[src/rtl/mul_share_pkg.sv]
// Shared constants, id-width helper and FIFO entry type for the shared-multiplier arbiter.
package mul_share_pkg;

    localparam int unsigned DefNreq   = 4;
    localparam int unsigned DefW      = 4;
    localparam int unsigned DefMulLat = 1;

    // Entry fields are sized for the largest supported config (NREQ <= 8, W <= 8).
    localparam int unsigned RespIdW = 3;
    localparam int unsigned RespPW  = 16;

    function automatic int unsigned id_width(input int unsigned n);
        return (n > 1) ? $clog2(n) : 1;
    endfunction

    typedef struct packed {
        logic [RespIdW-1:0] id;
        logic [RespPW-1:0]  p;
    } resp_t;

endpackage

[src/rtl/mul_share_rr_pick.sv]
// Combinational round-robin picker: first valid requester at or after ptr_i, modulo NREQ.
module mul_share_rr_pick #(
    parameter int unsigned NREQ = 4,
    parameter int unsigned IdW  = 2
) (
    input  logic [NREQ-1:0] valid_i,
    input  logic [IdW-1:0]  ptr_i,
    input  logic            en_i,
    output logic [NREQ-1:0] gnt_o,
    output logic [IdW-1:0]  gnt_id_o,
    output logic            gnt_any_o
);

    always_comb begin
        int unsigned idx;
        logic        found;
        idx       = 0;
        found     = 1'b0;
        gnt_o     = '0;
        gnt_id_o  = '0;
        if (en_i) begin
            for (int unsigned k = 0; k < NREQ; k++) begin
                idx = (32'(ptr_i) + k) % NREQ;
                if (!found && valid_i[idx]) begin
                    found       = 1'b1;
                    gnt_o[idx]  = 1'b1;
                    gnt_id_o    = IdW'(idx);
                end
            end
        end
        gnt_any_o = found;
    end

endmodule

[src/rtl/mul_share_arb.sv]
// Round-robin scheduler sharing one registered multiplier among NREQ requesters.
// Optional per-requester grant counters are enabled by defining MUL_SHARE_ARB_STATS_EN.
module mul_share_arb #(
    parameter int unsigned NREQ    = mul_share_pkg::DefNreq,
    parameter int unsigned W       = mul_share_pkg::DefW,
    parameter int unsigned MUL_LAT = mul_share_pkg::DefMulLat
) (
    input  logic                              clk_i,
    input  logic                              rst_i,
    input  logic [NREQ-1:0]                   req_valid_i,
    input  logic [NREQ*W-1:0]                 req_a_i,
    input  logic [NREQ*W-1:0]                 req_b_i,
    output logic [NREQ-1:0]                   req_ready_o,
    output logic [W-1:0]                      mul_a_o,
    output logic [W-1:0]                      mul_b_o,
    output logic                              mul_en_o,
    input  logic [2*W-1:0]                    mul_p_i,
    output logic                              resp_valid_o,
    input  logic                              resp_ready_i,
    output logic [mul_share_pkg::id_width(NREQ)-1:0] resp_id_o,
    output logic [2*W-1:0]                    resp_p_o
`ifdef MUL_SHARE_ARB_STATS_EN
    ,
    output logic [NREQ*16-1:0]                grant_cnt_o
`endif
);
    import mul_share_pkg::*;

    localparam int unsigned IdW  = id_width(NREQ);
    localparam int unsigned D    = MUL_LAT + 2;
    localparam int unsigned PtrW = id_width(D);
    localparam int unsigned CntW = $clog2(D + 1);

    logic [IdW-1:0]  ptr_q;
    logic [NREQ-1:0] gnt;
    logic [IdW-1:0]  gnt_id;
    logic            gnt_any;
    logic            issue_ok;

    logic [MUL_LAT-1:0] tag_vld_q;
    logic [IdW-1:0]     tag_id_q [MUL_LAT];

    resp_t          fifo_q [D];
    resp_t          head;
    resp_t          hold_q;
    resp_t          sel;
    logic [PtrW-1:0] wr_q, rd_q;
    logic [CntW-1:0] cnt_q;
    logic            push, pop;

    // Credits count both queued results and products still in the multiplier.
    always_comb begin
        int unsigned inflight;
        inflight = 0;
        for (int unsigned i = 0; i < MUL_LAT; i++) begin
            inflight = inflight + 32'(tag_vld_q[i]);
        end
        issue_ok = ((32'(cnt_q) + inflight) < D) && !rst_i;
    end

    mul_share_rr_pick #(
        .NREQ (NREQ),
        .IdW  (IdW)
    ) u_pick (
        .valid_i   (req_valid_i),
        .ptr_i     (ptr_q),
        .en_i      (issue_ok),
        .gnt_o     (gnt),
        .gnt_id_o  (gnt_id),
        .gnt_any_o (gnt_any)
    );

    assign req_ready_o = gnt;
    assign mul_en_o    = gnt_any;
    assign mul_a_o     = gnt_any ? req_a_i[gnt_id*W +: W] : '0;
    assign mul_b_o     = gnt_any ? req_b_i[gnt_id*W +: W] : '0;

    always_ff @(posedge clk_i or posedge rst_i) begin
        if (rst_i) begin
            ptr_q <= '0;
        end else if (gnt_any) begin
            ptr_q <= (gnt_id == IdW'(NREQ - 1)) ? '0 : gnt_id + IdW'(1);
        end
    end

    always_ff @(posedge clk_i or posedge rst_i) begin
        if (rst_i) begin
            tag_vld_q <= '0;
            for (int unsigned i = 0; i < MUL_LAT; i++) begin
                tag_id_q[i] <= '0;
            end
        end else begin
            tag_vld_q[0] <= gnt_any;
            tag_id_q[0]  <= gnt_id;
            for (int unsigned i = 1; i < MUL_LAT; i++) begin
                tag_vld_q[i] <= tag_vld_q[i-1];
                tag_id_q[i]  <= tag_id_q[i-1];
            end
        end
    end

    assign push = tag_vld_q[MUL_LAT-1];
    assign pop  = (cnt_q != '0) && resp_ready_i;
    assign head = fifo_q[rd_q];

    always_ff @(posedge clk_i or posedge rst_i) begin
        if (rst_i) begin
            wr_q   <= '0;
            rd_q   <= '0;
            cnt_q  <= '0;
            hold_q <= '0;
            for (int unsigned i = 0; i < D; i++) begin
                fifo_q[i] <= '0;
            end
        end else begin
            if (push) begin
                fifo_q[wr_q].id <= RespIdW'(tag_id_q[MUL_LAT-1]);
                fifo_q[wr_q].p  <= RespPW'(mul_p_i);
                wr_q            <= (wr_q == PtrW'(D - 1)) ? '0 : wr_q + PtrW'(1);
            end
            if (pop) begin
                hold_q <= head;
                rd_q   <= (rd_q == PtrW'(D - 1)) ? '0 : rd_q + PtrW'(1);
            end
            if (push && !pop) begin
                cnt_q <= cnt_q + CntW'(1);
            end else if (!push && pop) begin
                cnt_q <= cnt_q - CntW'(1);
            end
        end
    end

    // Outputs keep the last popped entry visible while the FIFO is empty.
    assign resp_valid_o = (cnt_q != '0);
    assign sel          = resp_valid_o ? head : hold_q;
    assign resp_id_o    = sel.id[IdW-1:0];
    assign resp_p_o     = sel.p[2*W-1:0];

`ifdef MUL_SHARE_ARB_STATS_EN
    logic [15:0] stat_q [NREQ];

    always_ff @(posedge clk_i or posedge rst_i) begin
        if (rst_i) begin
            for (int unsigned i = 0; i < NREQ; i++) begin
                stat_q[i] <= '0;
            end
        end else begin
            for (int unsigned i = 0; i < NREQ; i++) begin
                if (gnt[i] && stat_q[i] != 16'hFFFF) begin
                    stat_q[i] <= stat_q[i] + 16'd1;
                end
            end
        end
    end

    always_comb begin
        grant_cnt_o = '0;
        for (int unsigned i = 0; i < NREQ; i++) begin
            grant_cnt_o[i*16 +: 16] = stat_q[i];
        end
    end
`endif

endmodule
[config.mk]
export PLATFORM = sky130hd
export DESIGN_NAME = mul_share_arb
export DESIGN_NICKNAME = d
export VERILOG_FILES = /design/src/rtl/mul_share_pkg.sv /design/src/rtl/mul_share_rr_pick.sv /design/src/rtl/mul_share_arb.sv
export SDC_FILE = /design/constraint.sdc
export NUM_CORES = 1
export LEC_CHECK = 0
export BUFFER_PORTS_ARGS = -buffer_cell sky130_fd_sc_hd__buf_2
export CAP_MARGIN = 5
export CORE_ASPECT_RATIO = 0.75
export CORE_UTILIZATION = 58
export CTS_CLUSTER_DIAMETER = 50
export DETAILED_ROUTE_END_ITERATION = 8
export GPL_ROUTABILITY_DRIVEN = 0
export GPL_TIMING_DRIVEN = 0
export PLACE_DENSITY = 0.85
export SYNTH_ARGS = -nofsm -noshare
export SYNTH_HDL_FRONTEND = slang
export SYNTH_SLANG_ARGS = --single-unit
[constraint.sdc]
create_clock -name clk_i -period 6.25 [get_ports clk_i]
set_clock_uncertainty 0.2 [all_clocks]
set_input_delay 0 -clock clk_i [delete_from_list [all_inputs] [get_ports clk_i]]
set_output_delay 0 -clock clk_i [all_outputs]
set_load 0.05 [all_outputs]
---- Word-level counts from Yosys, hierarchy flattened ----
Index checks and enable logic that the tools add are counted.
cells by class
  shift operators ......................... 2
  bitwise operators ....................... 5
  reduce and logical (&&, ||, !) cells .... 20
  add/subtract/negate cells ............... 9
  $lt $le $gt $ge ......................... 12
  equality and inequality tests ........... 3
  mux-type cells .......................... 54
operators by type and width
  cell                   number
  $bwmux W57             2
  $demux W19 S2          2
  $mux W18               3
  $mux W4                10
  $bmux W19 S2           1
  $shiftx A16 B5 Y4      2
  $mux W2                10
  $mux W19               1
  $mux W1                16
  $mux W16               1
  $logic_and A1 B1 Y1    12
  $lt A2 B3 Y1 const B   4
  $or A4 B4 Y4           3
  $add A2 B1 Y2 const B  5
  $bmux W1 S2            4
  $demux W1 S2           4
  $ge A2 B1 Y1 const B   4
  $eq A2 B2 Y1 const B   3
  $ge A3 B3 Y1 const B   2
  $logic_not A1 Y1       6
  $not A2 Y3             2
  $add A2 B2 Y2 const B  2
  $reduce_bool A2 Y1     2
  $add A2 B1 Y3          1
  other kinds (3)        3
word-level totals
  logic and storage cells ................. 119
  output and inout bits ................... 24
  input bits .............................. 47
  flip-flop bits (word level) ............. 86

---- Depth between registers and ports, before layout ----
Gate-level depths: netlist (run 1).
  depth after elaboration ................. 18
  gate-level depth with buffers ........... 11
  gate-level depth less buffers ........... 8

---- By module ----
Synthesis (run 1) repeated with hierarchy kept, for this count alone.
second synthesis, totals
  cells, all modules ...................... 267
  area total of the unflattened synthesis .. 3108.0 µm²
by module, submodules not included
  module             seq. area each (µm²)  instances  cells an instance  area an instance (µm²)
  mul_share_arb      1276.2                1          209                2572.5
  mul_share_rr_pick  0.0                   1          58                 535.5

---- Worst setup path after synthesis (run 1) ----
No wires, ideal clock.
  path type ............................... register -> output
  start ................................... register ptr_q[0]
  end ..................................... output mul_a_o[0]
  required time ........................... 6050 ps
  buffers on the path ..................... 2
  cell stages (with the launch flop) ...... 11
  path slack .............................. 2467 ps
  arrival time ............................ 3583 ps
  cell sequence ........................... dfrtp_1 > buf_2 > inv_1 > ha_1 > mux4_2 > or3_4 > nor3b_2 > a21oi_1 > or2_1 > buf_2 > o22ai_1
on the way
  cells in the longest elaborated chain, start to end .. 18
  elaborated cells on any way between the ends .. 32
  classes of those cells .................. 3 x add/sub; 1 x shift; 22 x mux; 6 x reduce/logical
RTL lines
  element                        line                     text
  start, declared                mul_share_arb.sv:34      logic [IdW-1:0] ptr_q;
  start signal, assigned         mul_share_arb.sv:82      ptr_q <= (gnt_id == IdW'(NREQ - 1)) ? '0 : gnt_id + IdW'(1);
  $bmux W1 S2                    mul_share_rr_pick.sv:24  if (!found && valid_i[idx]) begin
  $mux W1 (implied by the code)  mul_share_rr_pick.sv:24
  $mux W1                        mul_share_rr_pick.sv:24
  $mux W1                        mul_share_rr_pick.sv:21  if (en_i) begin
  $logic_not A1 Y1               mul_share_rr_pick.sv:24
  $logic_and A1 B1 Y1            mul_share_rr_pick.sv:24
  $mux W1                        mul_share_rr_pick.sv:24
  $mux W1                        mul_share_rr_pick.sv:21
  [2 not listed]                 -
  $mux W1                        mul_share_rr_pick.sv:24
  $mux W1                        mul_share_rr_pick.sv:21
  $logic_not A1 Y1               mul_share_rr_pick.sv:24
  $logic_and A1 B1 Y1            mul_share_rr_pick.sv:24
  $mux W2                        mul_share_rr_pick.sv:24
  $mux W2                        mul_share_rr_pick.sv:21
  $shiftx A16 B5 Y4              mul_share_arb.sv:75      assign mul_a_o = gnt_any ? req_a_i[gnt_id*W +: W] : '0;
  $mux W4 (*)                    mul_share_arb.sv:75
  end, declared                  mul_share_arb.sv:14      output logic [W-1:0] mul_a_o,
Every way passes the cells marked *; elsewhere a longest branch is shown, timed or not. The select of a mux whose other input is x is not followed.

---- Final worst setup path (run 1) ----
  start ................................... register ptr_q[0]
  end ..................................... output mul_a_o[2]
on the way
  cells in the longest elaborated chain, start to end .. 18
  elaborated cells on any way between the ends .. 32
  classes of those cells .................. 3 x add/sub; 1 x shift; 22 x mux; 6 x reduce/logical
RTL lines
  element                        line                     text
  $bmux W1 S2                    mul_share_rr_pick.sv:24
  $mux W1 (implied by the code)  mul_share_rr_pick.sv:24
  $mux W1                        mul_share_rr_pick.sv:24
  $mux W1                        mul_share_rr_pick.sv:21
  $logic_not A1 Y1               mul_share_rr_pick.sv:24
  $logic_and A1 B1 Y1            mul_share_rr_pick.sv:24
  $mux W1                        mul_share_rr_pick.sv:24
  $mux W1                        mul_share_rr_pick.sv:21
  [3 not listed]                 -
  $mux W1                        mul_share_rr_pick.sv:21
  $logic_not A1 Y1               mul_share_rr_pick.sv:24
  $logic_and A1 B1 Y1            mul_share_rr_pick.sv:24
  $mux W2 (*)                    mul_share_rr_pick.sv:24
  $mux W2 (*)                    mul_share_rr_pick.sv:21
  via gnt_id[0]                  mul_share_arb.sv:36      logic [IdW-1:0] gnt_id;
  $shiftx A16 B5 Y4 (*)          mul_share_arb.sv:75
  $mux W4 (*)                    mul_share_arb.sv:75
The timed path passes the listed nets; every way through them passes the cells marked *. The select of a mux whose other input is x is not followed.

==> results of run 1 <==
-- routing by layer --
metal / track usage / vias to the layer above / share of wire
met4: 0.0699 / 0 / 0.010
li1: - / 1168 / -
met5: 0 / - / 0
met3: 0.0543 / 9 / 0.076
met2: 0.486 / 127 / 0.49
met1: 0.352 / 1178 / 0.42
-- final timing paths --
check	from	end	slack, ns
min reg2reg	hold_q[17]$_DFFE_PP0P_	hold_q[17]$_DFFE_PP0P_	0.29
max reg2reg	ptr_q[0]$_DFFE_PP0P_	ptr_q[1]$_DFFE_PP0P_	2.53
min in group asynchronous	rst_i	hold_q[2]$_DFFE_PP0P_	0.50
max	ptr_q[0]$_DFFE_PP0P_	mul_a_o[2]	1.97
min	req_valid_i[2]	tag_id_q[1]$_DFF_PP0_	0.19
max in group asynchronous	rst_i	fifo_q[2]$_DFFE_PP0P_	4.88
-- flip-flops by register name (all words and copies together), names as in the netlist --
register	flops
hold_q	10
rd_q	2
tag_id_q	2
ptr_q	2
wr_q	2
cnt_q	2
fifo_q	30
push	1
-- synth_stat cells --
master	number
sky130_fd_sc_hd__or2_2	1
sky130_fd_sc_hd__xor2_1	2
sky130_fd_sc_hd__a21o_1	2
sky130_fd_sc_hd__or3_4	1
sky130_fd_sc_hd__buf_6	2
sky130_fd_sc_hd__clkbuf_1	13
sky130_fd_sc_hd__o221ai_1	1
sky130_fd_sc_hd__inv_1	6
sky130_fd_sc_hd__o21ai_0	14
sky130_fd_sc_hd__nand3b_1	1
sky130_fd_sc_hd__nor2b_1	2
sky130_fd_sc_hd__xnor2_1	4
sky130_fd_sc_hd__or2_1	1
sky130_fd_sc_hd__a22oi_1	4
sky130_fd_sc_hd__dfrtp_1	51
sky130_fd_sc_hd__o21a_1	1
sky130_fd_sc_hd__mux2i_1	28
sky130_fd_sc_hd__nand3_1	2
sky130_fd_sc_hd__o31ai_1	1
sky130_fd_sc_hd__or2b_1	1
sky130_fd_sc_hd__nor2b_2	1
sky130_fd_sc_hd__buf_1	1
sky130_fd_sc_hd__buf_4	1
sky130_fd_sc_hd__mux4_2	3
sky130_fd_sc_hd__a2111oi_0	1
sky130_fd_sc_hd__mux2_2	30
sky130_fd_sc_hd__and2_1	1
sky130_fd_sc_hd__or3_1	2
sky130_fd_sc_hd__a21oi_1	22
sky130_fd_sc_hd__nand2b_4	1
sky130_fd_sc_hd__ha_1	11
sky130_fd_sc_hd__nor3_1	2
sky130_fd_sc_hd__nor2_1	32
sky130_fd_sc_hd__buf_2	2
sky130_fd_sc_hd__nor3b_2	1
sky130_fd_sc_hd__mux4_1	1
sky130_fd_sc_hd__a221oi_1	4
sky130_fd_sc_hd__and2b_1	1
sky130_fd_sc_hd__o22ai_1	8
sky130_fd_sc_hd__a211o_1	2
sky130_fd_sc_hd__nand2_1	13
-- per-stage QoR --
stage	instance area (sq um)	std cells
final	3600	427
after global routing	3600	427
after CTS	3600	427
after detailed placement	3400	409
after global placement	3380	408
after floorplan	2960	278
-- final cells by class --
class,instances,area share
multi-input combinational,202,0.435
clock buffer,6,0.0229
clock inverter,1,0.00139
inverter,6,0.00626
buffer,19,0.0257
timing repair buffer,82,0.134
sequential,51,0.355
tap,60,0.0209
-- critical path, cell delays in order, from the launching register on --
cell and delay, ns:
sky130_fd_sc_hd__dfrtp_1 0.52, sky130_fd_sc_hd__buf_2 0.30, sky130_fd_sc_hd__inv_1 0.17, sky130_fd_sc_hd__ha_1 0.46, sky130_fd_sc_hd__mux4_2 0.63, sky130_fd_sc_hd__nor2b_2 0.27, sky130_fd_sc_hd__nor2_1 0.11, sky130_fd_sc_hd__o31ai_1 0.28
sky130_fd_sc_hd__buf_4 0.25, sky130_fd_sc_hd__buf_6 0.18, sky130_fd_sc_hd__mux2i_1 0.26, sky130_fd_sc_hd__o22ai_1 0.12, sky130_fd_sc_hd__buf_2 0.22
-- cells by family (layout without fill, tap and decap cells) --
family / count (synthesis) / after routing / synth area share
simple gates: 63 / 63 / 0.102
mux: 62 / 62 / 0.241
compound gates: 60 / 60 / 0.122
flops: 51 / 51 / 0.432
buf+inv: 25 / 114 / 0.0389
fa+ha+maj: 11 / 11 / 0.0466
xor+xnor: 6 / 6 / 0.0178
==> results.json, run 1 <==
{
  "final.setup.tns_ns": 0,
  "cts_resized": 0,
  "layout_commonest_cell": "sky130_fd_sc_hd__buf_2",
  "timing_max_transition_violations_final": 0,
  "avgViaCountPerCell": 5.81,
  "route.detailed.drc": 6,
  "criticalPathCategory": "flip-flop to output port",
  "die-area_sq_mm": 0.00539,
  "grt_antenna_before_repair": 0,
  "worst_r2r_path_depth": 10,
  "mostFrequentLayoutCells": "sky130_fd_sc_hd__buf_2 (72), sky130_fd_sc_hd__dfrtp_1 (51), sky130_fd_sc_hd__nor2_1 (32)",
  "worst_slack_ns": 1.97,
  "cts_tree": "done",
  "area_growth_syn_to_layout_pct": 21.8,
  "hold-path-cell-count": 5,
  "finalSetupViolCount": 0,
  "cts.hold.buffers_added": 11,
  "cts.reportedPaths.clkPinSlew_ns": 0.08,
  "antennaDiodeCount": 0,
  "critPathRequiredTime_ns": 6.05,
  "aggregate_global_route_resource_usage": 0.275,
  "postSynthNetCount": 336,
  "syn_area_sq_mm": 0.00296,
  "wire_per_inst_microns": 16.4,
  "netlist_top_cells_area": "sky130_fd_sc_hd__dfrtp_1 (43%), sky130_fd_sc_hd__mux2_2 (11%), sky130_fd_sc_hd__mux2i_1 (9.5%)",
  "cp_launch_type": "flip-flop",
  "timing.max_slew.rel_slack": 0.528,
  "endpoint_kind": "output port",
  "tritoncts_num_sinks": 51,
  "utilization": 0.734,
  "grt_first_pass_wirelength_microns": 11200,
  "post_cts.repair.setup_buffers": 0,
  "netlist.area_leader.share": 0.432,
  "synthCells": 278,
  "regArea_sq_mm": 0.00128,
  "final_hold_viol_count": 0,
  "core_area_sq_mm": 0.00490,
  "dp_hpwl_microns": 4820,
  "clk_latency_ns": 0.31,
  "drtPass1Iterations": 6,
  "maxCapViolCount": 0,
  "worstMarginPinSlew_ns": 0.708,
  "drive_gt1_frac": 0.332,
  "htree_num_levels": 2,
  "num_rows": 22,
  "pin_count": 71,
  "route.vias.total": 2482,
  "detail_route.wirelength_microns": 7000,
  "synth_seq_cells": 51,
  "critical_path_arrival_ns": 4.08,
  "place_ws_ns": 2.38,
  "setup_repair_after_global_routing_missed_its_margin": "no",
  "via_count_of_the_first_global_routing_pass": 2278,
  "grt_start_max_net_pins": 46,
  "clock_tree_buf_depth": 2,
  "clock-root-buffer": "sky130_fd_sc_hd__clkbuf_8",
  "detail-route-antenna-nets": 0,
  "overflow_left_after_global_routing": 0,
  "status": "finished, violations left",
  "finalNetCount": 425,
  "start_util": 0.603,
  "syn_area_per_cell_sq_um": 10.6,
  "hold_class": "primary input to flip-flop",
  "cts_made_buffers": 5,
  "max_freq_mhz": 234,
  "floorplan.die.width_microns": 84.4,
  "ys_types": 41,
  "worstPathMaxFanout": 10,
  "finalCriticalPeriod_ns": 4.28,
  "drt_first_iter_violations": 129,
  "multi_input_gate_area_in_the_final_layout_sq_mm": 0.00156,
  "yosys.area.top_type": "sky130_fd_sc_hd__dfrtp_1",
  "nFillCells": 336,
  "violations": "DRC",
  "total_of_warnings_raised_by_yosys": 0,
  "die_y_microns": 63.8,
  "synth_sequential_area_ratio": 0.432,
  "timing.hold.ws_ns": 0.192,
  "io_buffers": 70,
  "final_min_period_over_clock_period": 0.685
}
Power of run 1 is left out: the tool's default activity adds up to more than one toggle a clock period on the data nets, which glitch-free logic cannot reach.
==> run 2, diff against run 1 <==
- CORE_UTILIZATION: 58 -> 54
- PLACE_DENSITY: 0.85 -> 0.8
- clock period: 6.25 -> 4.15 ns (I/O delays scaled with it)
==> results.json, run 2 (synthesis gave the netlist of run 1 again) <==
{
  "hold_class": "primary input to flip-flop",
  "detail_route.wirelength_microns": 6890,
  "max_freq_mhz": 254,
  "overflow_left_after_global_routing": 0,
  "avgViaCountPerCell": 5.59,
  "antennaDiodeCount": 0,
  "grt_first_pass_wirelength_microns": 11300,
  "top_registers": "fifo_q (30), hold_q (10)",
  "drtPass1Iterations": 4,
  "largest_register_ffs": 30,
  "core_area_sq_mm": 0.00506,
  "final_min_period_over_clock_period": 0.949,
  "critical-path-slowest-cell": "sky130_fd_sc_hd__mux4_2",
  "kind_of_cell_adding_the_most_delay_to_the_critical_path": "buffers and inverters",
  "wire_per_inst_microns": 15.6,
  "detail-route-antenna-nets": 0,
  "finalNetCount": 426,
  "path_cells": "clkbuf_4 > inv_1 > ha_4 > mux4_2 > or3_4 > nor3b_2 > a21oi_1 > or2_1 > buf_2 > o22ai_1 > clkbuf_4",
  "critPathMaxStageDelay_ns": 0.58,
  "cts_tree": "done",
  "route.detailed.drc": 0,
  "htree_num_levels": 2,
  "maxCapViolCount": 0,
  "num_rows": 22,
  "status": "complete, no violations",
  "finalCriticalPeriod_ns": 3.94,
  "drt_first_iter_violations": 211,
  "mostFrequentLayoutCells": "sky130_fd_sc_hd__buf_2 (69), sky130_fd_sc_hd__dfrtp_1 (50), sky130_fd_sc_hd__nor2_1 (32)",
  "layout_commonest_cell": "sky130_fd_sc_hd__buf_2",
  "worstHoldStart": "req_valid_i[2]",
  "via_count_of_the_first_global_routing_pass": 2403,
  "floorplan.die.width_microns": 87.4,
  "worst_slack_ns": 0.212,
  "grt_start_max_net_pins": 45,
  "final.setup.tns_ns": 0,
  "criticalPathCategory": "flip-flop to output port",
  "cts_made_buffers": 5,
  "endpoint_kind": "output port",
  "worstPathMaxFanout": 10,
  "cts.reportedPaths.clkPinSlew_ns": 0.09,
  "crit_top_cell": "sky130_fd_sc_hd__clkbuf_4",
  "clock-root-buffer": "sky130_fd_sc_hd__clkbuf_8",
  "nFillCells": 378,
  "regMostFlops": "fifo_q",
  "critPathRequiredTime_ns": 3.95,
  "tritoncts_num_sinks": 51,
  "cp_num_cells": 11,
  "aggregate_global_route_resource_usage": 0.257,
  "cp_launch_type": "flip-flop",
  "clk_latency_ns": 0.30,
  "critical_path_arrival_ns": 3.74,
  "worstMarginPinSlew_ns": 0.691,
  "timing.max_slew.rel_slack": 0.539,
  "hold-path-cell-count": 5,
  "setup_repair_after_global_routing_missed_its_margin": "no",
  "dp_hpwl_microns": 4890,
  "grt_antenna_before_repair": 0,
  "finalSetupViolCount": 0,
  "area_growth_syn_to_layout_pct": 24.6,
  "clock_tree_buf_depth": 2,
  "io_buffers": 70,
  "timing.critical_path.from": "ptr_q[0]$_DFFE_PP0P_",
  "final_hold_viol_count": 0,
  "pin_count": 71,
  "worst_r2r_path_depth": 10,
  "r2r-start": "ptr_q[0]$_DFFE_PP0P_",
  "die_y_microns": 66.1,
  "place_ws_ns": 0.270,
  "route.vias.total": 2466,
  "die-area_sq_mm": 0.00578,
  "worst-path-buf-inv": 4,
  "timing_max_transition_violations_final": 0,
  "drive_gt1_frac": 0.344,
  "start_util": 0.583
}
==> run 2: cell count changes in the layout (fill, tap and decap cells not counted), sizes merged <==
| cell | previous run | this run |
|---|---|---|
| bufinv | 0 | 1 |
| buf | 77 | 75 |
| clkbuf | 19 | 22 |
==> run 2: worst reg2reg max path: stages, from the launching register on <==
cell                       delay [ns]
sky130_fd_sc_hd__dfrtp_2         0.46
sky130_fd_sc_hd__clkbuf_4        0.25
sky130_fd_sc_hd__inv_1           0.19
sky130_fd_sc_hd__ha_4            0.36
sky130_fd_sc_hd__mux4_2          0.58
sky130_fd_sc_hd__or3_4           0.45
sky130_fd_sc_hd__nand2b_4        0.15
sky130_fd_sc_hd__a211o_1         0.29
sky130_fd_sc_hd__buf_6           0.15
sky130_fd_sc_hd__xnor2_1         0.16
sky130_fd_sc_hd__mux2i_1         0.09
==> run 2: repair_timing <==
item | in CTS | in global routing
gates cloned | 0 | 0
hold buffers | 11 | 0
buffers inserted | 0 | 1
resized for setup | 1 | 7
setup endpoints to repair | 8 | 8
hold endpoints to repair | 79 | 0
==> run 2: cell type report <==
class | count | area, sq um | share of cell area
buffer | 19 | 95.1 | 0.0258
multi-input combinational | 202 | 1590 | 0.431
clock buffer | 6 | 82.6 | 0.0224
clock inverter | 2 | 35.0 | 0.00951
tap | 72 | 90.1 | 0.0245
sequential | 51 | 1280 | 0.347
inverter | 6 | 22.5 | 0.00612
timing repair buffer | 83 | 493 | 0.134
==> run 2: path summary, 6_finish.rpt <==
path / to / slack, ns
setup reg to reg: ptr_q[1]$_DFFE_PP0P_ / 0.71
hold reg to reg: hold_q[1]$_DFFE_PP0P_ / 0.29
hold / removal: tag_id_q[1]$_DFF_PP0_ / 0.19
min in group asynchronous: cnt_q[1]$_DFFE_PP0P_ / 0.54
setup / recovery: mul_a_o[0] / 0.21
max in group asynchronous: ptr_q[0]$_DFFE_PP0P_ / 2.73
==> run 2: metrics by stage <==
step	instances	area, sq um	utilization	hold slack, ns
after floorplan	278	2960	-	-0.0495
after global placement	420	3400	0.670	0.0611
after detailed placement	421	3420	0.674	-0.269
after CTS	440	3640	0.720	0.186
after global routing	441	3680	0.727	0.274
final	441	3680	0.727	0.191
==> run 2: metal layers <==
metal	up-vias	share of wire	global-route usage
li1	1172	-	-
met1	1180	0.45	0.343
met2	105	0.48	0.421
met3	9	0.053	0.0499
met4	0	0.013	0.0902
met5	-	0	0
Power of run 2 is left out for the same reason.
